### config.mk
export PLATFORM = sky130hd
export DESIGN_NAME = step_sequencer
export DESIGN_NICKNAME = d
export VERILOG_FILES = /design/src/rtl/step_sequencer.sv
export SDC_FILE = /design/constraint.sdc
export NUM_CORES = 1
export LEC_CHECK = 0
export CORE_UTILIZATION = 40
export DETAILED_ROUTE_END_ITERATION = 10
export PLACE_DENSITY_LB_ADDON = 0.08
export SLEW_MARGIN = 5
export SYNTH_ARGS = -nofsm -noshare
export SYNTH_HDL_FRONTEND = slang
export SYNTH_SLANG_ARGS = --single-unit
### constraint.sdc
create_clock -name clk -period 3.5 [get_ports clk]
set_clock_uncertainty 0.05 [all_clocks]
set_input_delay 0.7 -clock clk [delete_from_list [all_inputs] [get_ports clk]]
set_output_delay 0.7 -clock clk [all_outputs]
set_load 0.005 [all_outputs]
### src/rtl/step_sequencer.sv
// Beat-clock and arrow-pattern generator: plays a seeded pseudo-random song of
// SONG_BEATS beats after LEAD_BEATS blank beats, at one of three tempos.
module step_sequencer #(
  parameter int          BEAT_DIV   = 20000000,
  parameter int          SONG_BEATS = 64,
  parameter int          LEAD_BEATS = 4,
  parameter logic [15:0] SEED       = 16'hACE1
) (
  input  logic                              clk,
  input  logic                              reset,
  input  logic                              start,
  input  logic                              abort,
  input  logic [1:0]                        tempo,
  output logic                              bpmClk,
  output logic [3:0]                        step,
  output logic [$clog2(SONG_BEATS+1)-1:0]   beatCount,
  output logic                              playing,
  output logic                              done
);

  localparam int PH_W = $clog2(BEAT_DIV + 1);
  localparam int BC_W = $clog2(SONG_BEATS + 1);
  localparam int LC_W = (LEAD_BEATS > 0) ? $clog2(LEAD_BEATS + 1) : 1;

  localparam logic [PH_W-1:0] P_FULL    = PH_W'(BEAT_DIV);
  localparam logic [PH_W-1:0] P_HALF    = PH_W'(BEAT_DIV / 2);
  localparam logic [PH_W-1:0] P_QTR     = PH_W'(BEAT_DIV / 4);
  localparam logic [BC_W-1:0] SONG_END  = BC_W'(SONG_BEATS);
  localparam logic [LC_W-1:0] LEAD_LAST = (LEAD_BEATS > 0) ? LC_W'(LEAD_BEATS - 1) : '0;

  typedef enum logic [1:0] {IDLE, LEAD, PLAY, DONE} state_t;

  function automatic logic [15:0] lfsr_next(input logic [15:0] l);
    return {l[14:0], l[15] ^ l[13] ^ l[12] ^ l[10]};
  endfunction

  function automatic logic [3:0] onehot(input logic [1:0] lane);
    return 4'b0001 << lane;
  endfunction

  // Rest, jump (opposite lane pair) or single arrow, chosen from the fresh LFSR word.
  function automatic logic [3:0] pattern(input logic [15:0] n);
    if (n[15:12] == 4'd0)
      return 4'b0000;
    else if (n[11:10] == 2'b11)
      return onehot(n[1:0]) | onehot(n[1:0] + 2'd2);
    else
      return onehot(n[1:0]);
  endfunction

  function automatic logic [PH_W-1:0] period_sel(input logic [1:0] t);
    case (t)
      2'd0:    return P_FULL;
      2'd1:    return P_HALF;
      default: return P_QTR;
    endcase
  endfunction

  state_t            state;
  logic [PH_W-1:0]   phase;
  logic [PH_W-1:0]   period;
  logic [LC_W-1:0]   lead_cnt;
  logic [15:0]       lfsr;

  logic [PH_W-1:0]   period_new;
  logic [PH_W-1:0]   phase_inc;
  logic              beat_end;
  logic              mid_high;
  logic [15:0]       lfsr_adv;
  logic [15:0]       seed_adv;

  assign period_new = period_sel(tempo);
  assign phase_inc  = phase + PH_W'(1);
  assign beat_end   = (phase == period - PH_W'(1));
  assign mid_high   = (phase_inc < (period >> 1));
  assign lfsr_adv   = lfsr_next(lfsr);
  assign seed_adv   = lfsr_next(SEED);

  always_ff @(posedge clk or negedge reset) begin
    if (!reset) begin
      state     <= IDLE;
      phase     <= '0;
      period    <= P_FULL;
      lead_cnt  <= '0;
      lfsr      <= SEED;
      bpmClk    <= 1'b0;
      step      <= 4'b0000;
      beatCount <= '0;
      playing   <= 1'b0;
      done      <= 1'b0;
    end else if (abort) begin
      state     <= IDLE;
      phase     <= '0;
      lead_cnt  <= '0;
      bpmClk    <= 1'b0;
      step      <= 4'b0000;
      beatCount <= '0;
      playing   <= 1'b0;
      done      <= 1'b0;
    end else begin
      case (state)
        IDLE, DONE: begin
          if (start) begin
            period   <= period_new;
            phase    <= '0;
            lead_cnt <= '0;
            bpmClk   <= 1'b1;
            playing  <= 1'b1;
            done     <= 1'b0;
            if (LEAD_BEATS == 0) begin
              state     <= PLAY;
              lfsr      <= seed_adv;
              step      <= pattern(seed_adv);
              beatCount <= BC_W'(1);
            end else begin
              state     <= LEAD;
              lfsr      <= SEED;
              step      <= 4'b0000;
              beatCount <= '0;
            end
          end
        end
        LEAD, PLAY: begin
          if (beat_end) begin
            if (state == PLAY && beatCount == SONG_END) begin
              state   <= DONE;
              phase   <= '0;
              bpmClk  <= 1'b0;
              step    <= 4'b0000;
              playing <= 1'b0;
              done    <= 1'b1;
            end else begin
              // New beat: tempo is latched here so the period holds for the whole beat.
              phase  <= '0;
              period <= period_new;
              bpmClk <= 1'b1;
              if (state == LEAD && lead_cnt != LEAD_LAST) begin
                lead_cnt <= lead_cnt + LC_W'(1);
                step     <= 4'b0000;
              end else begin
                state     <= PLAY;
                lfsr      <= lfsr_adv;
                step      <= pattern(lfsr_adv);
                beatCount <= beatCount + BC_W'(1);
              end
            end
          end else begin
            phase  <= phase_inc;
            bpmClk <= mid_high;
          end
        end
        default: state <= IDLE;
      endcase
    end
  end

endmodule

# Word level (Yosys, flattened, before mapping)
# Index checks and enable logic that the tools add are counted.
[op_classes]
n_mux = 54
order_cmp = 1
n_shift = 2
addsub = 5
reduce_logical = 14
eq_ne = 19
n_bitwise = 5
[op_table]
columns = ["operator", "n"]
rows = [
  ["$mux W25", 6],
  ["$pmux W25 S2", 3],
  ["$mux W16", 4],
  ["$mux W7", 5],
  ["$pmux W16 S2", 1],
  ["$mux W4", 7],
  ["$add A25 B1 Y25 const B", 1],
  ["$eq A25 B25 Y1", 1],
  ["$lt A25 B24 Y1", 1],
  ["$sub A25 B1 Y25 const B", 1],
  ["$ne A3 B3 Y1 const B", 6],
  ["$mux W3", 5],
  ["$pmux W7 S2", 1],
  ["$reduce_and A4 Y1", 3],
  ["$mux W1", 11],
  ["$mux W2", 5],
  ["$ne A2 B2 Y1 const B", 4],
  ["$pmux W4 S2", 1],
  ["$shl A1 B2 Y4 const A", 2],
  ["$add A7 B1 Y7 const B", 1],
  ["$eq A7 B7 Y1 const B", 1],
  ["$eq A2 B2 Y1 const B", 3],
  ["$pmux W1 S2", 3],
  ["$pmux W3 S2", 1],
  ["16 further kinds", 23],
]
[word_totals]
out_inout_bits = 14
ff_bits = 85
inputBits = 6

# Logic depth before layout (Yosys ltp)
[depth]
depth_word = 13
depth_mapped = 14

# Worst setup path after synthesis
# No wires, ideal clock.
[synth_timing]
path_type = "reg2reg"
start = "register period[23]"
end = "register lead_cnt[0]"
path_buffers = 2
stages_incl_launch_ff = 12
t_arrival_ns = 3.135
slack_ns = 0.245
required_ns = 3.381
period_less_slack_ns = 3.255
cell_sequence = "dfrtp_1 buf_2 inv_1 ha_1 nor4b_4 nand2_1 a21o_1 a2111o_1 or4_1 clkbuf_1 or4_1 nand3_1"
[synth_via]
elab_chain_cells = 4
[synth_lines]
columns = ["element", "line", "source"]
rows = [
  ["from (decl)", "61", "logic [PH_W-1:0] period;"],
  ["from (signal assigned)", "104", "period <= period_new;"],
  ["from (signal assigned)", "135", "period <= period_new;"],
  ["$sub A25 B1 Y25", "74", "assign beat_end = (phase == period - PH_W'(1));"],
  ["$eq A25 B25 Y1", "74", ""],
  ["$ne A3 B3 Y1 (no source line)", "-", ""],
  ["$reduce_and A4 Y1 (no source line)", "-", ""],
  ["to (signal assigned)", "138", "lead_cnt <= lead_cnt + LC_W'(1);"],
  ["to (decl)", "62", "logic [LC_W-1:0] lead_cnt;"],
]
# Every way passes these cells.
# A chain may end at the register's enable or synchronous reset.

# Worst setup path after layout
[layout_timing]
start = "register phase[0]"
end = "register bpmClk"
[layout_via]
elab_chain_cells = 5
elab_cells_between_ends = 6
[layout_lines]
columns = ["element", "line", "source"]
rows = [
  ["from (decl)", "60", "logic [PH_W-1:0] phase;"],
  ["from (signal assigned)", "148", "phase <= phase_inc;"],
  ["$add A25 B1 Y25", "73", "assign phase_inc = phase + PH_W'(1);"],
  ["$lt A25 B24 Y1", "75", "assign mid_high = (phase_inc < (period >> 1));"],
  ["$mux W1 *", "124", "if (beat_end) begin"],
  ["$pmux W1 S2 *", "101", "case (state)"],
  ["$mux W1 *", "91", "end else if (abort) begin"],
  ["to (signal assigned)", "149", "bpmClk <= mid_high;"],
  ["to (decl)", "14", "output logic bpmClk,"],
]
# Every way passes the cells marked *; elsewhere a longest branch is shown, timed or not.

==> out/metrics.yaml <==
outcome: "finished with violations"
violated_checks: "DRC"
first_global_vias: 4060
chipWidth_um: 111
async_reset_ff_share_pct: 100
dr_total_vias: 4110
fp.coreArea_um2: 11500
crit_path_max_fanout: 5
unrepaired_setup_endpoints_after_global_routing: "false"
ctsLongestPathBuffers: 2
holdWs_ns: 0.195
pin_count: 20
maxCapViolCount: 0
num-fill-cells: 1121
detailed_route_iter0_violations: 364
clk_pin_slew_worst_paths_ns: 0.06
postCtsSetupRepairBufs: 0
h_tree_lvl_count: 3
synth_cells: 530
worst_slew_pin_slew_ns: 0.615
global_route.usage.total_pct: 22.6
start_util_pct: 41.4
inst_count_dp: 680
synthesis.nets: 561
final_ant_viol_nets: 0
synth_seq_cells: 66
routed_wire_length_mm: 12.9
post_route_cells_drive_above_1_share_pct: 13.4
routed_via_density: 5.91
final_cycle_utilization_of_the_critical_path_pct: 94.8
synthMostInstantiatedCell: "sky130_fd_sc_hd__dfrtp_1"
grt_antenna_before_repair: 0
route.detailed.drc: 6
cp_launch_type: "flip-flop"
finalCriticalPeriod_ns: 3.32
die-height_um: 111
critPathArrivalTime_ns: 3.55
r2r_cells: 12
num_antenna_cells: 0
fin_tns_setup_ns: 0
portion_of_the_post_synthesis_area_used_by_sequential_elements_pct: 35.0
net-switching-power_mw: 1.23
dp_hpwl_mm: 9.42
clock_insertion_delay_worst_skew_ns: 0.35
synth_cell_type_count: 63
sequentialPowerShare_pct: 32.7
main_synth_ff_type: "sky130_fd_sc_hd__dfrtp_1"
powerDensity_nw_per_um2: 587
tritoncts: "built"
synth_top_area_share_pct: 28.9
synth.largest_area_cell: "sky130_fd_sc_hd__dfrtp_1"
gp_routability_congestion: 0.913
critical_path.cell_chain: "ha_1 -> nand2_1 -> nor4_2 -> and3_1 -> xor2_1 -> ha_1 -> o21ai_0 -> nor2_1 -> nor3_1 -> nor2_1 -> o41ai_1 -> a311o_1"
cts_hold_buffers: 0
hold_viol: 0
power_switching_share_pct: 38.2
cpLargestDelayFamily: "simple AND/OR/NAND/NOR gates"
die_area_um2: 12300
timing.critical_path.to: "bpmClk$_DFFE_PN0P_"
critical_path.slowest_cell: "sky130_fd_sc_hd__o41ai_1"
crit_path_end_kind: "flip-flop"
reg2reg_to: "bpmClk$_DFFE_PN0P_"
cell_internal_pwr_mw: 1.99
firstDrtPassIters: 9
cp_slowest_stage_delay_ns: 0.61
avgSynthCellArea_um2: 8.99
vdd.ir_drop.worst_mv: 0.363
holdCritPathClass: "in -> async"
total_of_warnings_raised_by_yosys: 0
placementRows: 39
relSlewSlack_pct: 58.5
utilization_after_layout_pct: 47.6
clk_root_buffer_cell: "sky130_fd_sc_hd__clkbuf_16"
grt_overflow_total: 0
flow.area_growth_from_synthesis_pct: 15.1
final_layout_net_count: 579
detail_route.wl_per_cell_um: 18.5
timing.critical_path.from: "phase[0]$_DFFE_PN0P_"
post_synthesis_instance_area_um2: 4760
clkSinkCount: 66
worstSetupPathDepth: 12
synth.top_cells.by_count: "sky130_fd_sc_hd__dfrtp_1, sky130_fd_sc_hd__nor2_1, sky130_fd_sc_hd__nand2_1, sky130_fd_sc_hd__clkbuf_1, sky130_fd_sc_hd__ha_1"
final-instance-count-excl-fill: 696
synth_area_leaders: "sky130_fd_sc_hd__dfrtp_1, sky130_fd_sc_hd__ha_1, sky130_fd_sc_hd__dfstp_2"
number_of_enable_flip_flop_cells_after_synthesis: 0
grt_pass1_wl_mm: 21.6
postCtsResizedCells: 0
comb_power_share_pct: 38.7
worstSetupPathType: "reg -> reg"
finalSetupViolations: 0
grt_max_degree: 33
crit-reg2reg-launch: "phase[0]$_DFFE_PN0P_"
crit_required_ns: 3.73
setup.reg_to_reg.worst_slack_ns: 0.18
maxSlewViolCount: 0
achievable-frequency_ghz: 0.301
leakage_power_total_nw: 2.49
i_o_buffers: 19
pwr-share-clk_pct: 28.6
worst-path-buf-inv: 0
cts_inserted_buffers: 9
[metrics by stage]
stage / setup WS (ns) / area (um^2) / power (mW)
4_1_cts: 0.0678 / 5470 / 3.25
2_1_floorplan: 0.245 / 4760 / 1.92
6_report: 0.181 / 5480 / 3.21
3_3_place_gp: 0.110 / 5180 / 2.29
5_1_grt: 0.0325 / 5480 / 3.44
3_5_place_dp: 0.0747 / 5180 / 2.31
[layout make-up]
| type | instances | area [um^2] | area share [%] |
|---|---|---|---|
| Tap cell | 143 | 179 | 3.26 |
| Multi-Input combinational cell | 406 | 2880 | 52.5 |
| Inverter | 22 | 82.6 | 1.51 |
| Sequential cell | 66 | 1670 | 30.4 |
| Clock buffer | 11 | 243 | 4.43 |
| Clock inverter | 5 | 55.1 | 1.00 |
| Timing Repair Buffer | 43 | 378 | 6.89 |
[placed cells by master, fill, tap and decap left out, drive strengths merged, types with 13 or more instances in the layout]
cell and instances:
xnor2 16, nor3 15, and3 16, clkdlybuf4s50 18, a22o 17, nand3 21, nand2 33, ha 25
inv 22, nand2b 13, nor2 42, buf 25, mux2i 20, xor2 14, o21ai 23, dfrtp 55
[worst min-delay path by stage]
stage / startpoint / end / cells after the start / slack (ns)
6_report: reset / phase[12]$_DFFE_PN0P_ / 1 / 0.19
5_1_grt: reset / phase[13]$_DFFE_PN0P_ / 1 / 0.21
4_1_cts: reset / phase[13]$_DFFE_PN0P_ / 1 / 0.19
3_5_place_dp: lfsr[1]$_DFFE_PN0P_ / lfsr[1]$_DFFE_PN0P_ / 2 / 0.44
3_3_place_gp: lfsr[8]$_DFFE_PN0P_ / lfsr[8]$_DFFE_PN0P_ / 2 / 0.43
2_1_floorplan: reset / beatCount[0]$_DFFE_PN0P_ / 0 / 0.35
[layer usage]
layer	track usage, %	wire length, um	share of wire (%)	up-vias
li1	-	-	-	1987
met1	31.3	6400	50	1997
met2	34.5	5640	44	103
met3	3.39	482	3.7	23
met4	10.7	330	2.6	0
met5	0	0	0	-
[power by group through the flow]
stage | clock network, mW | registers, mW | logic, mW
2_1_floorplan | 0 | 0.981 | 0.939
3_3_place_gp | 0 | 1.07 | 1.23
3_5_place_dp | 0 | 1.07 | 1.24
4_1_cts | 0.948 | 1.05 | 1.25
5_1_grt | 0.974 | 1.08 | 1.39
6_report | 0.919 | 1.05 | 1.24
[cell families (layout without fill, tap and decap cells)]
family / after synthesis / after routing / share of synthesized area [%]
AO/OA/AOI/OAI: 127 / 127 / 20.2
XOR/XNOR: 30 / 30 / 5.52
buffers and inverters: 58 / 81 / 4.91
AND/OR/NAND/NOR: 197 / 197 / 22.0
flip-flops: 66 / 66 / 35.0
multiplexers: 27 / 27 / 5.86
adder cells (fa/ha/maj): 25 / 25 / 6.57
[registers in the layout, summed over array words and instances, names as in the netlist]
register and cells:
phase 25, lfsr 16, beatCount 7, period 6, step 4, lead_cnt 3
state 2, bpmClk 1, done 1, playing 1
Note: power is estimated with default switching activity, not from simulation.
